## src/rtl/rgb_pwm_driver.sv

```systemverilog
// rtl/rgb_pwm_driver.sv - 8-bit RGB PWM LED driver with global brightness and frame-aligned duty updates
module rgb_pwm_driver #(
  parameter int unsigned PRESCALE = 4
) (
  input  logic        clk,
  input  logic        rst,
  input  logic        enable,
  input  logic [23:0] light,
  input  logic [7:0]  brightness,
  output logic        pwm_r,
  output logic        pwm_g,
  output logic        pwm_b,
  output logic        frame_start
);

  localparam logic [15:0] PRE_MAX = 16'(PRESCALE - 1);

  logic [15:0] pre;
  logic [7:0]  ph;
  logic [7:0]  duty_r, duty_g, duty_b;
  logic        bnd_q;
  logic        tick, boundary;

  // (c * (brightness+1)) >> 8 keeps 255 unscaled and maps brightness 0 to off
  function automatic logic [7:0] scale(input logic [7:0] c, input logic [7:0] br);
    logic [15:0] p;
    p = {8'd0, c} * ({8'd0, br} + 16'd1);
    return p[15:8];
  endfunction

  assign tick     = enable && (pre == PRE_MAX);
  assign boundary = tick && (ph == 8'd254);

  always_ff @(posedge clk or posedge rst) begin
    if (rst) begin
      pre         <= '0;
      ph          <= '0;
      duty_r      <= '0;
      duty_g      <= '0;
      duty_b      <= '0;
      bnd_q       <= 1'b0;
      pwm_r       <= 1'b0;
      pwm_g       <= 1'b0;
      pwm_b       <= 1'b0;
      frame_start <= 1'b0;
    end else if (!enable) begin
      // Idle: track the inputs so the first enabled frame shows the current colour
      pre         <= '0;
      ph          <= '0;
      duty_r      <= scale(light[23:16], brightness);
      duty_g      <= scale(light[15:8], brightness);
      duty_b      <= scale(light[7:0], brightness);
      bnd_q       <= 1'b0;
      pwm_r       <= 1'b0;
      pwm_g       <= 1'b0;
      pwm_b       <= 1'b0;
      frame_start <= 1'b0;
    end else begin
      pre <= tick ? 16'd0 : pre + 16'd1;
      if (tick) begin
        ph <= (ph == 8'd254) ? 8'd0 : ph + 8'd1;
      end
      if (boundary) begin
        duty_r <= scale(light[23:16], brightness);
        duty_g <= scale(light[15:8], brightness);
        duty_b <= scale(light[7:0], brightness);
      end
      // Outputs lag ph by one clock, so the pulse also waits one extra edge
      bnd_q       <= boundary;
      frame_start <= bnd_q;
      pwm_r       <= ph < duty_r;
      pwm_g       <= ph < duty_g;
      pwm_b       <= ph < duty_b;
    end
  end

endmodule
```

## config.mk

```make
export PLATFORM = sky130hd
export DESIGN_NAME = rgb_pwm_driver
export DESIGN_NICKNAME = d
export VERILOG_FILES = /design/src/rtl/rgb_pwm_driver.sv
export SDC_FILE = /design/constraint.sdc
export NUM_CORES = 1
export LEC_CHECK = 0
export BUFFER_PORTS_ARGS = -buffer_cell sky130_fd_sc_hd__buf_2
export CORE_MARGIN = 4
export CORE_UTILIZATION = 32
export DETAILED_ROUTE_END_ITERATION = 12
export GPL_TIMING_DRIVEN = 0
export HOLD_SLACK_MARGIN = 0.08
export RECOVER_POWER = 100
export SLEW_MARGIN = 10
export SYNTH_ARGS = -nofsm -noshare
export SYNTH_HDL_FRONTEND = slang
export SYNTH_SLANG_ARGS = --single-unit
export TNS_END_PERCENT = 1
```

## constraint.sdc

```tcl
create_clock -name clk -period 3.7 [get_ports clk]
set_clock_uncertainty 0.1 [all_clocks]
set_input_delay 0.185 -clock clk [delete_from_list [all_inputs] [get_ports clk]]
set_output_delay 0.185 -clock clk [all_outputs]
set_load 0.01 [all_outputs]
```

## After elaboration in Yosys (flattened, before gate mapping)

Index checks and enable logic that the tools add are counted.
Widths: inputs -> output; s select.

| storage, ports and cells | value |
|---|---|
| bits in latches | 0 |
| output and inout bits | 4 |
| logic and storage cells | 41 |
| memory bits (read-only) | 0 |
| bits in writable memories | 0 |
| input bits | 35 |
| memories | 0 |
| bits in registers | 53 |

| operators by class | value |
|---|---|
| order comparisons | 3 |
| multiply operators | 3 |
| divide/modulo/power cells | 0 |
| equality and inequality tests | 4 |
| bitwise gates (word level) | 0 |
| add/subtract/negate cells | 3 |
| reduce and logical (&&, ||, !) cells | 2 |
| shift operators | 0 |
| multiplexer cells | 16 |

Operators with widths:

| kind | count |
|---|---|
| $mux 8 | 9 |
| $mul 8x16->16 | 2 |
| $mux 16 | 2 |
| $lt 8x8->1 | 3 |
| $add 16x1->16 const B | 1 |
| $eq 16x2->1 const B | 1 |
| $mul 8x9->16 | 1 |
| $add 8x1->9 const B | 1 |
| $add 8x1->8 const B | 1 |
| $eq 8x8->1 const B | 1 |
| $mux 1 | 5 |
| $ne 2x1->1 const B | 2 |
| $logic_and 1x1->1 | 2 |

## Depth between registers and ports, before layout

| depth | value |
|---|---|
| depth after elaboration | 5 |
| gate-level depth with buffers | 22 |
| gate-level depth less buffers | 21 |

## Worst setup path before layout

No wires, ideal clock.

| timing | value |
|---|---|
| path type | input port to flip-flop |
| start | input brightness[0] |
| end | register duty_g[7] |
| setup time | 0.123 ns |
| buffers on the path | 2 |
| path slack | -1.359 ns |
| data required time | 3.477 ns |
| stages | 19 |
| data arrival time | 4.836 ns |
| cell sequence | clkbuf_1 nand3_1 xnor2_1 clkbuf_1 and2_1 fa_1 fa_1 fa_1 inv_1 fa_1 inv_1 ha_1 a21oi_1 o21ai_1 nor2b_1 a2111o_1 o31ai_2 xnor2_1 a21oi_2 |

| on the way | value |
|---|---|
| word-level cells in the longest chain between the ends | 4 |

RTL lines:

| item | RTL line | source |
|---|---|---|
| start, declared | 9 | `input logic [7:0] brightness,` |
| $add 8x1->9 (*) | 27 | `p = {8'd0, c} * ({8'd0, br} + 16'd1);` |
| $mul 8x16->16 (*) | 27 |  |
| $mux 8 | 63 | `if (boundary) begin` |
| $mux 8 (*) | 46 | `end else if (!enable) begin` |
| end signal, assigned | 51 | `duty_g <= scale(light[15:8], brightness);` |
| end signal, assigned | 65 | `duty_g <= scale(light[15:8], brightness);` |
| end, declared | 20 | `logic [7:0] duty_r, duty_g, duty_b;` |

Every way passes the cells marked *; elsewhere a longest branch is shown, timed or not. The select of a mux whose other input is x is not followed.
A chain may end at the register's enable or synchronous reset.

## Worst setup path in the final report

| timing | value |
|---|---|
| start | input brightness[0] |
| end | register duty_r[7] |

| on the way | value |
|---|---|
| word-level cells in the longest chain between the ends | 4 |

RTL lines:

| item | RTL line | source |
|---|---|---|
| $add 8x1->9 (*) | 27 |  |
| $mul 8x16->16 (*) | 27 |  |
| $mux 8 | 63 |  |
| $mux 8 (*) | 46 |  |
| end signal, assigned | 50 | `duty_r <= scale(light[23:16], brightness);` |
| end signal, assigned | 64 | `duty_r <= scale(light[23:16], brightness);` |
| end, declared | 20 |  |

Marks and branches as above.

==> run metrics <==
status finished with violations; violated checks max-capacitance violations, max-slew violations, negative setup slack; Max-cap violations 1; # fillers roughly 2900; most common cell after layout, fill and taps aside inv_1; pin count of the biggest net entering global routing 36; first-pass GRT wire length 36700 um; wire length per cell 14.5 um; worst-margin pin slew 1.89 ns; final setup vio count 24; slowest cell delay on critical path approximately 0.55 ns; Tcrit/Tclk final 125%; Clock Path Buffers 2; Mapped Area approximately 9100 um2; most frequent cells in the layout 180 x inv_1, 136 x and2_1, 116 x fa_1; crit path max fanout 6; clock sink count 53; setup TNS -16.28 ns; cells after synthesis 1018; I/O pins 39; Pwr Density 477 nW/um2; area grow syn2layout 18.1%; area of the core about 28000 um2; layout cell share with drive strength beyond 1 ~14%; Hold Crit Class in2reg; DIE AREA 31200 um2; Synth Area in Adders 43.0%; CP arrival between 4 and 5 ns; port buffer count 36; Detailed Route WL between 20000 and 25000 um; fin crit period approximately 4.6 ns; chip height roughly 180 um; CTS Root Cell clkbuf_16; Antenna Violating Nets Remaining 0; Die W 177 um; Reg power frac 15.3%; nets 1361; share of power burned in combinational logic 75.2%; YS warnings 0; Post-synth EDFFs 0; dpl hpwl roughly 17000 um; Seq cells post-synth 53; post-synthesis compound-gate area fraction a little over 7%; Post-DP Area 9970 um2; syn_nets 1294; worst-skew pair later-pin latency 0.30 ns; initial antenna violation count 0; Clk pwr share 9.4%; fin worst setup slack -0.913 ns; slowest CP cell fa_1; Sw Ratio 46.7%; residual DRC count 0; gr ovfl total 0; top_reg_cell synth dfrtp_1; leakage 5.35 nW; largest cells by area after synthesis fa_1 26%, ha_1 17%, dfrtp_1 15%; simple-gate share of the synthesized area 21.2%; Crit. End Element register; Seq/Total Area, Yosys 14.6%; Synth cell types 45; CTS Buf Count 5; routed vias approximately 6800; ys async rst share 100%; initial core utilization 32.6%; Synth Area in XOR/XNOR 5.20%; Worst setup SP type input port; largest family of logic cells by synthesized area adder cells; switching power 0.00240 W; row cnt 61; top cell type by total area after synthesis fa_1; Vias/cell approximately 4.6; WP data required ~3.8 ns; Clk pin slew, worst setup/hold paths around 0.070 ns; mux cell area share after synthesis 0.110%; H-tree depth 2; GRT Util Overall 14.2%; area share of the largest cell type after synthesis 26.4%; Initial DRC Count 273; Crit path top cell by count fa_1; Max Slew Vio Count 36; Peak VDD IR 254 uV; Hold Fails Final Rpt 0; critical path type in2reg; cells along the critical path buf_12 > ha_4 > nand3_4 > xnor2_4 > clkbuf_8 > buf_12 > nand2_1 > fa_1 > fa_1 > inv_1 > fa_1 > fa_1 > ha_4 > nand3_4 > nor3_4 > nor2_2 > o21ai_2 > o311ai_2 > and3_1 > o31ai_1; vias in the first global route 7188; Routability Congestion 0.814; Slew headroom -26.0%; final instance area roughly 11000 um2; Internal 0.00273 W; Avg Inst Size Synth 8.94 um2; drt first pass iters 5; ant diodes 0; CTS tree done; RSZ-0062 raised after global routing yes; maximum clock rate 217 MHz
logic make-up (layout without fill, tap and decap cells):
logic type	Yosys count	count (layout)
buffers and inverters	211	279
DFF	53	53
adders and majority gates	241	241
muxes	1	1
AOI/OAI and AO/OA	101	101
and+or+nand+nor	357	357
xor gates and xnor gates	54	54
cell usage after synthesis, drive strengths merged (2+ instances only):
master   count
dfrtp       53
o31ai        8
o21ai       35
and2       141
a211oi       3
nor2b       22
nand3       18
nor2        40
nand4        6
nor3         3
xor2        25
a21oi       30
o21a         3
nor3b        2
nand2b      12
a21o        15
nand2       85
clkbuf      25
xnor2       29
inv        184
and3        13
or2          6
fa         120
a2111oi      4
nand4b       4
buf          2
ha         121
nor4         3
flip-flops by register name, summed over array words and instances, names as in the netlist:
name,count
pre,16
duty_b,8
duty_g,8
pwm_g,1
pwm_b,1
frame_start,1
duty_r,8
pwm_r,1
bnd_q,1
ph,8
metrics by stage:
stage | util [%] | hold slack [ns] | instances | setup WS, ns | power, W
after detailed placement | 35.7 | 0.125 | 1433 | -1.86 | 0.00421
after CTS | 38.1 | 0.270 | 1458 | -0.971 | 0.00506
final | 38.5 | 0.337 | 1464 | -0.913 | 0.00513
after floorplan | - | 0.334 | 1018 | -0.878 | 0.00340
after global placement | 35.6 | 0.341 | 1432 | -1.82 | 0.00414
after global routing | 38.5 | 0.371 | 1464 | -1.12 | 0.00573
critical path: cells and delay by family:
family / cells / cell delay, ns
AND/OR/NAND/NOR: 6 / 0.76
adder cells (fa/ha/maj): 6 / 2.48
buffers and inverters: 4 / 0.46
XOR/XNOR: 1 / 0.25
AO/OA/AOI/OAI: 3 / 0.56
power groups by stage:
| stage | registers (W) | clock network [W] | logic [W] |
|---|---|---|---|
| after global placement | 0.000795 | 0 | 0.00334 |
| after global routing | 0.000803 | 0.000524 | 0.00440 |
| after detailed placement | 0.000800 | 0 | 0.00341 |
| final | 0.000787 | 0.000483 | 0.00386 |
| after floorplan | 0.000782 | 0 | 0.00262 |
| after CTS | 0.000788 | 0.000499 | 0.00377 |
cell type report:
class                   instances  area [um2]  share of cell area, %
inverters                     184         691                   6.43
clock buffers                   5         125                   1.16
multi-input cells             754        7450                   69.3
clock inverters                 3        26.3                  0.245
plain buffers                  26         243                   2.26
well taps                     378         473                   4.40
repair buffers                 61         410                   3.82
flip-flops and latches         53        1330                   12.3
worst paths after layout:
check                              start          end  slack, ns  depth (start not counted)
min in group asynchronous            rst        pwm_r       0.46                          3
max reg2reg                       pre[0]    duty_g[0]       1.38                          7
min                             light[7]    duty_b[7]       0.34                          5
max                        brightness[0]    duty_r[7]      -0.91                         20
max in group asynchronous            rst      pre[11]       0.84                          4
min reg2reg                        bnd_q  frame_start       0.35                          1
metal layers:
layer | routed length [um] | up-vias | global-route usage [%]
met5 | 0 | - | 0
met4 | 217 | 0 | 2.10
met3 | 700 | 13 | 0.940
met2 | 10200 | 103 | 24.2
met1 | 10200 | 3339 | 20.4
li1 | - | 3314 | -
timing repair:
item                                    CTS  global route
endpoints found under the hold margin    18             0
gates resized for setup                  78            22
hold buffers                              1             0
endpoints found under the setup margin   24            24
pin swaps                                33            23
setup buffers                            16             7
(Power assumes the default switching activity.)
